**config.mk**
```make
export PLATFORM = sky130hd
export DESIGN_NAME = id_ex_stage
export DESIGN_NICKNAME = d
export VERILOG_FILES = /design/src/rtl/id_ex_stage.sv
export SDC_FILE = /design/constraint.sdc
export NUM_CORES = 1
export LEC_CHECK = 0
export ABC_AREA = 1
export BUFFER_PORTS_ARGS = -buffer_cell sky130_fd_sc_hd__buf_2
export CAP_MARGIN = 20
export CORE_AREA = 2 2 127 129
export CTS_CLUSTER_SIZE = 12
export DETAILED_ROUTE_END_ITERATION = 7
export DIE_AREA = 0 0 129 131
export SETUP_SLACK_MARGIN = 0.4
export SLEW_MARGIN = 20
export SYNTH_ARGS = -nofsm -noshare
export SYNTH_HDL_FRONTEND = slang
export SYNTH_SLANG_ARGS = --single-unit
```
**constraint.sdc**
```tcl
create_clock -name clk -period 2.05 [get_ports clk]
set_input_delay 0.41 -clock clk [delete_from_list [all_inputs] [get_ports clk]]
set_output_delay 0.41 -clock clk [all_outputs]
set_load 0.01 [all_outputs]
```
**src/rtl/id_ex_stage.sv**
```systemverilog
`default_nettype none
// ============================================================================
// Module   : id_ex_stage
// Purpose  : ID/EX pipeline register in front of the ALU.
//            - Registers the decoded operands and controls, or a NOP bubble.
//            - Forwards EX/MEM and MEM/WB results onto Op1/Op2/Store_Data.
//            - Detects hazards and holds IF/ID through Stall.
//            - Keeps a saturating count of stall bubbles.
// Config   : ID_EX_FORWARDING_EN
//              defined   - forwarding on; only load-use hazards stall.
//              undefined - no forwarding; any dependency on the EX
//                          instruction or on EX/MEM stalls.
// Ports    : clk, rst (synchronous, active high)
//            RD1/RD2/Imm, Rs/Rt/Rd, S_Op_In, decode controls, Valid_In
//            Flush (taken branch squashes the ID instruction)
//            EXMEM_* / MEMWB_* forwarding sources
//            Op1/Op2/Store_Data/S_Op/Wr_Reg/RegWrite/MemRead/MemWrite/Valid
//            Stall (combinational), Stall_Cnt (saturating)
// Revision : 1.0 - initial release
// ============================================================================
module id_ex_stage #(
    parameter int CNT_W = 16
) (
    input  logic             clk,
    input  logic             rst,
    input  logic [31:0]      RD1,
    input  logic [31:0]      RD2,
    input  logic [31:0]      Imm,
    input  logic [4:0]       Rs,
    input  logic [4:0]       Rt,
    input  logic [4:0]       Rd,
    input  logic [3:0]       S_Op_In,
    input  logic             ALUSrc,
    input  logic             RegDst,
    input  logic             RegWrite_In,
    input  logic             MemRead_In,
    input  logic             MemWrite_In,
    input  logic             Valid_In,
    input  logic             Flush,
    input  logic             EXMEM_RegWrite,
    input  logic [4:0]       EXMEM_Rd,
    input  logic [31:0]      EXMEM_R,
    input  logic             MEMWB_RegWrite,
    input  logic [4:0]       MEMWB_Rd,
    input  logic [31:0]      MEMWB_Data,
    output logic [31:0]      Op1,
    output logic [31:0]      Op2,
    output logic [3:0]       S_Op,
    output logic [31:0]      Store_Data,
    output logic [4:0]       Wr_Reg,
    output logic             RegWrite,
    output logic             MemRead,
    output logic             MemWrite,
    output logic             Valid,
    output logic             Stall,
    output logic [CNT_W-1:0] Stall_Cnt
);

    localparam logic [3:0] C_SOP_NOP = 4'b0111;

    logic [31:0]      r_rd1;
    logic [31:0]      r_rd2;
    logic [31:0]      r_imm;
    logic [4:0]       r_rs;
    logic [4:0]       r_rt;
    logic [4:0]       r_wr_reg;
    logic [3:0]       r_s_op;
    logic             r_alusrc;
    logic             r_regwrite;
    logic             r_memread;
    logic             r_memwrite;
    logic             r_valid;
    logic [CNT_W-1:0] r_stall_cnt;

    logic             w_rt_used;
    logic             w_ex_hit;
    logic             w_hazard;
    logic             w_stall;
    logic [31:0]      w_src1;
    logic [31:0]      w_src2;

    // A destination matches a source only when it is a real register (r0 is
    // hard-wired zero and is never a dependency).
    function automatic logic src_hit(input logic [4:0] dst, input logic [4:0] src);
        return (dst != 5'd0) && (dst == src);
    endfunction

    // rs is always read; rt is read by R-type ops and by stores (store data).
    assign w_rt_used = ~ALUSrc | MemWrite_In;
    assign w_ex_hit  = src_hit(r_wr_reg, Rs) | (w_rt_used & src_hit(r_wr_reg, Rt));

`ifdef ID_EX_FORWARDING_EN
    // Only a load in EX cannot be forwarded in time; one bubble lets its
    // data arrive through MEM/WB.
    assign w_hazard = r_memread & r_valid & w_ex_hit;

    // EX/MEM holds the younger result, so it has priority over MEM/WB.
    assign w_src1 = (EXMEM_RegWrite & src_hit(EXMEM_Rd, r_rs)) ? EXMEM_R    :
                    (MEMWB_RegWrite & src_hit(MEMWB_Rd, r_rs)) ? MEMWB_Data : r_rd1;
    assign w_src2 = (EXMEM_RegWrite & src_hit(EXMEM_Rd, r_rt)) ? EXMEM_R    :
                    (MEMWB_RegWrite & src_hit(MEMWB_Rd, r_rt)) ? MEMWB_Data : r_rd2;
`else
    logic w_exmem_hit;
    logic w_unused_nofwd;

    // Without forwarding the consumer waits until the producer has reached
    // MEM/WB; the write-before-read register file then supplies the value.
    assign w_exmem_hit = src_hit(EXMEM_Rd, Rs) | (w_rt_used & src_hit(EXMEM_Rd, Rt));
    assign w_hazard    = (r_regwrite & r_valid & w_ex_hit) | (EXMEM_RegWrite & w_exmem_hit);

    assign w_src1 = r_rd1;
    assign w_src2 = r_rd2;

    assign w_unused_nofwd = ^{EXMEM_R, MEMWB_RegWrite, MEMWB_Rd, MEMWB_Data, r_rs, r_rt};
`endif

    // A taken branch squashes the ID instruction, so it must not also stall.
    assign w_stall = Valid_In & w_hazard & ~Flush;

    always_ff @(posedge clk) begin
        if (rst) begin
            r_rd1       <= 32'd0;
            r_rd2       <= 32'd0;
            r_imm       <= 32'd0;
            r_rs        <= 5'd0;
            r_rt        <= 5'd0;
            r_wr_reg    <= 5'd0;
            r_s_op      <= C_SOP_NOP;
            r_alusrc    <= 1'b0;
            r_regwrite  <= 1'b0;
            r_memread   <= 1'b0;
            r_memwrite  <= 1'b0;
            r_valid     <= 1'b0;
            r_stall_cnt <= '0;
        end else begin
            if (w_stall || Flush) begin
                r_rd1      <= 32'd0;
                r_rd2      <= 32'd0;
                r_imm      <= 32'd0;
                r_rs       <= 5'd0;
                r_rt       <= 5'd0;
                r_wr_reg   <= 5'd0;
                r_s_op     <= C_SOP_NOP;
                r_alusrc   <= 1'b0;
                r_regwrite <= 1'b0;
                r_memread  <= 1'b0;
                r_memwrite <= 1'b0;
                r_valid    <= 1'b0;
            end else begin
                r_rd1      <= RD1;
                r_rd2      <= RD2;
                r_imm      <= Imm;
                r_rs       <= Rs;
                r_rt       <= Rt;
                r_wr_reg   <= RegDst ? Rd : Rt;
                r_s_op     <= S_Op_In;
                r_alusrc   <= ALUSrc;
                r_regwrite <= RegWrite_In;
                r_memread  <= MemRead_In;
                r_memwrite <= MemWrite_In;
                r_valid    <= Valid_In;
            end
            if (w_stall && (r_stall_cnt != '1)) begin
                r_stall_cnt <= r_stall_cnt + CNT_W'(1);
            end
        end
    end

    assign Op1        = w_src1;
    assign Op2        = r_alusrc ? r_imm : w_src2;
    assign Store_Data = w_src2;
    assign S_Op       = r_s_op;
    assign Wr_Reg     = r_wr_reg;
    assign RegWrite   = r_regwrite;
    assign MemRead    = r_memread;
    assign MemWrite   = r_memwrite;
    assign Valid      = r_valid;
    assign Stall      = w_stall;
    assign Stall_Cnt  = r_stall_cnt;

endmodule
`default_nettype wire
```
==> summary.txt <==
Outcome
  – Status: complete, no violations

Timing
  – Fin. Hold Viols: 0
  – Final setup fails: 0
  – Fmax: 493 MHz
  – Final setup margin: 23.0 ps
  – Post-route minimum period: 2030 ps
  – TNS Setup: 0 ps
  – Max-slew violations: 0
  – Slew of the pin with the lowest slew margin: 327 ps
  – Slew Limit Headroom: 78.1%
  – Fin crit share: 98.9%
  – RSZ-0062 raised after global routing: true
  – Worst clock skew: 8.80 ps

Power
  – Internal power: 4890 µW
  – Sw power: 1680 µW
  – Comb power frac: 14.0%
  – Share of power burned in registers: 39.2%
  – Sw Ratio: 25.6%
  – Pwr Density: 757 nW/µm²
  – Max VDD drop: 0.517 mV
  – Pleak: 0.00464 µW
  – Clock power frac: 46.8%

CTS
  – CTS Buffer Depth: 2
  – Clock slew at the register clock pins of the worst setup and hold paths: 60 ps
  – Clk_lat worst skew: 410 ps
  – H-tree level count: 4
  – CTS tree: yes
  – Clock root cell: clkbuf_16
  – Clock Sinks: 126
  – CTS buffer count: 17

Setup path
  – R2R Path End: S_Op[1]$_SDFF_PP1_
  – Critical Path Start: Wr_Reg[3]$_SDFF_PP0_
  – Critical path's top delay family: simple AND/OR/NAND/NOR gates
  – CP Class: reg -> out
  – Slowest stage cell on the critical path: dfxtp_4
  – R2R Setup Slk: 80 ps
  – Launching element type of the critical path: register
  – Critical Path Fanout Max: 5
  – Arrival time worst endpoint: 1620 ps
  – Crit path buffers/inverters: 3
  – Critical Path RT: 1640 ps
  – Worst Setup End Kind: output port
  – Most used cell, CP: nand3_1
  – Largest stage delay, worst path: 360 ps
  – FF-to-FF path depth: 13
  – Crit-path cells: buf_6, nor3_4, nand3_1, nand3_1, inv_1, nand2_1, nand2_2, nand2_4, nor2_2, buf_2
  – FF-to-FF Start: Wr_Reg[3]$_SDFF_PP0_

Worst hold path
  – Min-delay src: S_Op_In[2]
  – HP Class: in -> reg
  – Hold depth: 2
  – Hold Path End: S_Op[2]$_SDFF_PP1_

Synthesis
  – Synth cell types: 26
  – YS warnings: 0
  – Cells after synthesis: 654
  – Synth Cell Area: 5030 µm²
  – Avg Synthesized Cell Area: 7.69 µm²
  – Sequential area share after synthesis: 50.2%
  – Net Count, Synth: 855
  – Register bit total from synthesis: 126

Floorplanning
  – Initial core utilization: 32.2%
  – # rows: 46
  – Die Wd: 129 µm
  – Core Box Area: 15600 µm²
  – Die height: 131 µm
  – Die ar.: 16900 µm²
  – IO Pins: 326

Global routing
  – Initial antenna violation count: 1
  – Total GRT Usage: 16.5%
  – Grt ovf: 0
  – First-pass GRT wire length: 21400 µm
  – Largest net degree at the start of global routing: 26
  – Vias in the first global route: 4404

Routing
  – Drt drc: 0
  – Number of vias per cell: 4.10
  – First DRT Iteration DRCs: 118
  – Total Routed Length: 16000 µm
  – Drt first pass iters: 4
  – Total number of vias: 4835
  – Post-DRT Antenna Nets: 0
  – Met2 wire length: 8160 µm
  – WL met3: 1120 µm
  – Wire length on met1: 6580 µm
  – Top routing layer in use: met5
  – Mean routed wirelength per cell: 13.6 µm

Finish
  – Layout Utilization: 55.7%
  – Synth-to-layout area growth: 72.9%
  – Final layout net count: 1151
  – Layout cells sized above 1: 50.4%
  – ANT cells: 0

Placement
  – Setup Slack @ Placement: 159 ps
  – Final Wtd Congestion: 0.819
  – IO Port Bufs: 255
  – Placed wire-length estimate: 10100 µm

Run
  – Total of max-cap violations: 0
[repair_timing]
action / in CTS / in global routing
setup endpoints to repair: 108 / 158
buffers inserted: 7 / 7
pin swaps: 6 / 6
gates resized for setup: 91 / 164
hold buffers: 0 / 0
gates cloned: 7 / 10
[placed cells by master (no fill, tap or decap), types with 2 or more instances in the layout]
cell,n
nor2_4,60
nand2_2,3
or2_1,3
bufinv_16,2
buf_12,7
buf_6,42
clkbuf_16,25
dfxtp_2,6
nand4_1,14
inv_2,6
dfxtp_4,3
clkinv_4,2
o21bai_1,10
nor2_1,62
xnor2_1,2
buf_2,223
nand3_4,2
a21oi_1,5
inv_1,159
dfxtp_1,117
buf_8,5
buf_4,6
o21ai_1,2
buf_16,7
inv_6,4
xor2_1,3
nor2_2,39
clkbuf_8,2
mux2_4,32
nand2_1,87
nand3_1,12
clkinvlp_4,4
[cells by family (layout without fill, tap and decap cells)]
group	after synthesis	in the layout	share of synthesized area, %
buf+inv	186	495	14.8
simple gates	287	287	24.6
fa+ha+maj	1	1	0.249
flops	126	126	50.2
compound gates	17	17	2.19
xor+xnor	5	5	0.871
mux	32	32	7.17
[per-stage QoR]
| step | std cells | total power, µW | area, µm² | hold WS [ps] |
|---|---|---|---|---|
| 6_report | 1179 | 6580 | 8690 | 184 |
| 5_1_grt | 1179 | 6830 | 8690 | 170 |
| 4_1_cts | 1162 | 6470 | 7860 | 159 |
| 3_5_place_dp | 1116 | 3230 | 6610 | 553 |
| 3_3_place_gp | 1116 | 3220 | 6610 | 542 |
| 2_1_floorplan | 654 | 2930 | 5030 | 510 |
[power by group through the flow]
| stage | logic (µW) | registers (µW) | clock network (µW) |
|---|---|---|---|
| after floorplan | 272 | 2660 | 0 |
| after global placement | 595 | 2630 | 0 |
| after detailed placement | 599 | 2630 | 0 |
| after CTS | 733 | 2580 | 3160 |
| after global routing | 993 | 2590 | 3250 |
| final | 919 | 2580 | 3080 |
[cell type report]
| cell class | count | area [µm²] |
|---|---|---|
| repair buffers | 298 | 2240 |
| multi-input cells | 342 | 2410 |
| well taps | 216 | 270 |
| flip-flops and latches | 126 | 2540 |
| clock inverters | 13 | 154 |
| clock buffers | 19 | 453 |
| fillers | 1362 | 6910 |
| inverters | 165 | 619 |
[routing by layer]
layer | up-vias | GRT usage, %
met5 | - | 0
met4 | 2 | 5.63
met3 | 12 | 5.74
met2 | 160 | 29.6
met1 | 2164 | 18.2
li1 | 2497 | -
[synthesized netlist by cell type]
master,n,area (µm²)
clkbuf_1,3,11.3
o21ai_1,1,5.00
nand2_2,2,12.5
mux2_2,32,360
nand4_2,1,12.5
or2_1,3,18.8
xor2_1,3,26.3
a21oi_1,5,25.0
nor3_1,3,15.0
inv_2,4,15.0
inv_1,161,604
buf_1,5,18.8
nor2_4,10,113
ha_1,1,12.5
dfxtp_1,126,2520
nor2_1,151,567
buf_2,10,50.1
o21bai_1,10,75.1
nand3_1,13,65.1
xnor2_1,2,17.5
nand4_1,14,87.6
buf_12,1,20.0
o21ai_0,1,5.00
buf_6,2,22.5
nand3_2,1,10.0
nand2_1,89,334
[worst max-delay path by stage]
stage                                 to  depth (start not counted)  slack, ps
6_report                           Stall                         10         20
3_5_place_dp   Store_Data[25]$_SDFF_PP0_                         14        160
5_1_grt                            Stall                         11       -120
4_1_cts                            Stall                          9         -2
3_3_place_gp   Store_Data[24]$_SDFF_PP0_                         14        160
2_1_floorplan                    Op2[10]                          3        430
[flip-flops by register name, summed over array words and instances (netlist names)]
name and cells:
MemWrite 1, Store_Data 32, r_alusrc 1, Valid 1, Op1 32, RegWrite 1
Wr_Reg 5, MemRead 1, r_imm 32, Stall_Cnt 16, S_Op 4
(Power assumes the default switching activity.)
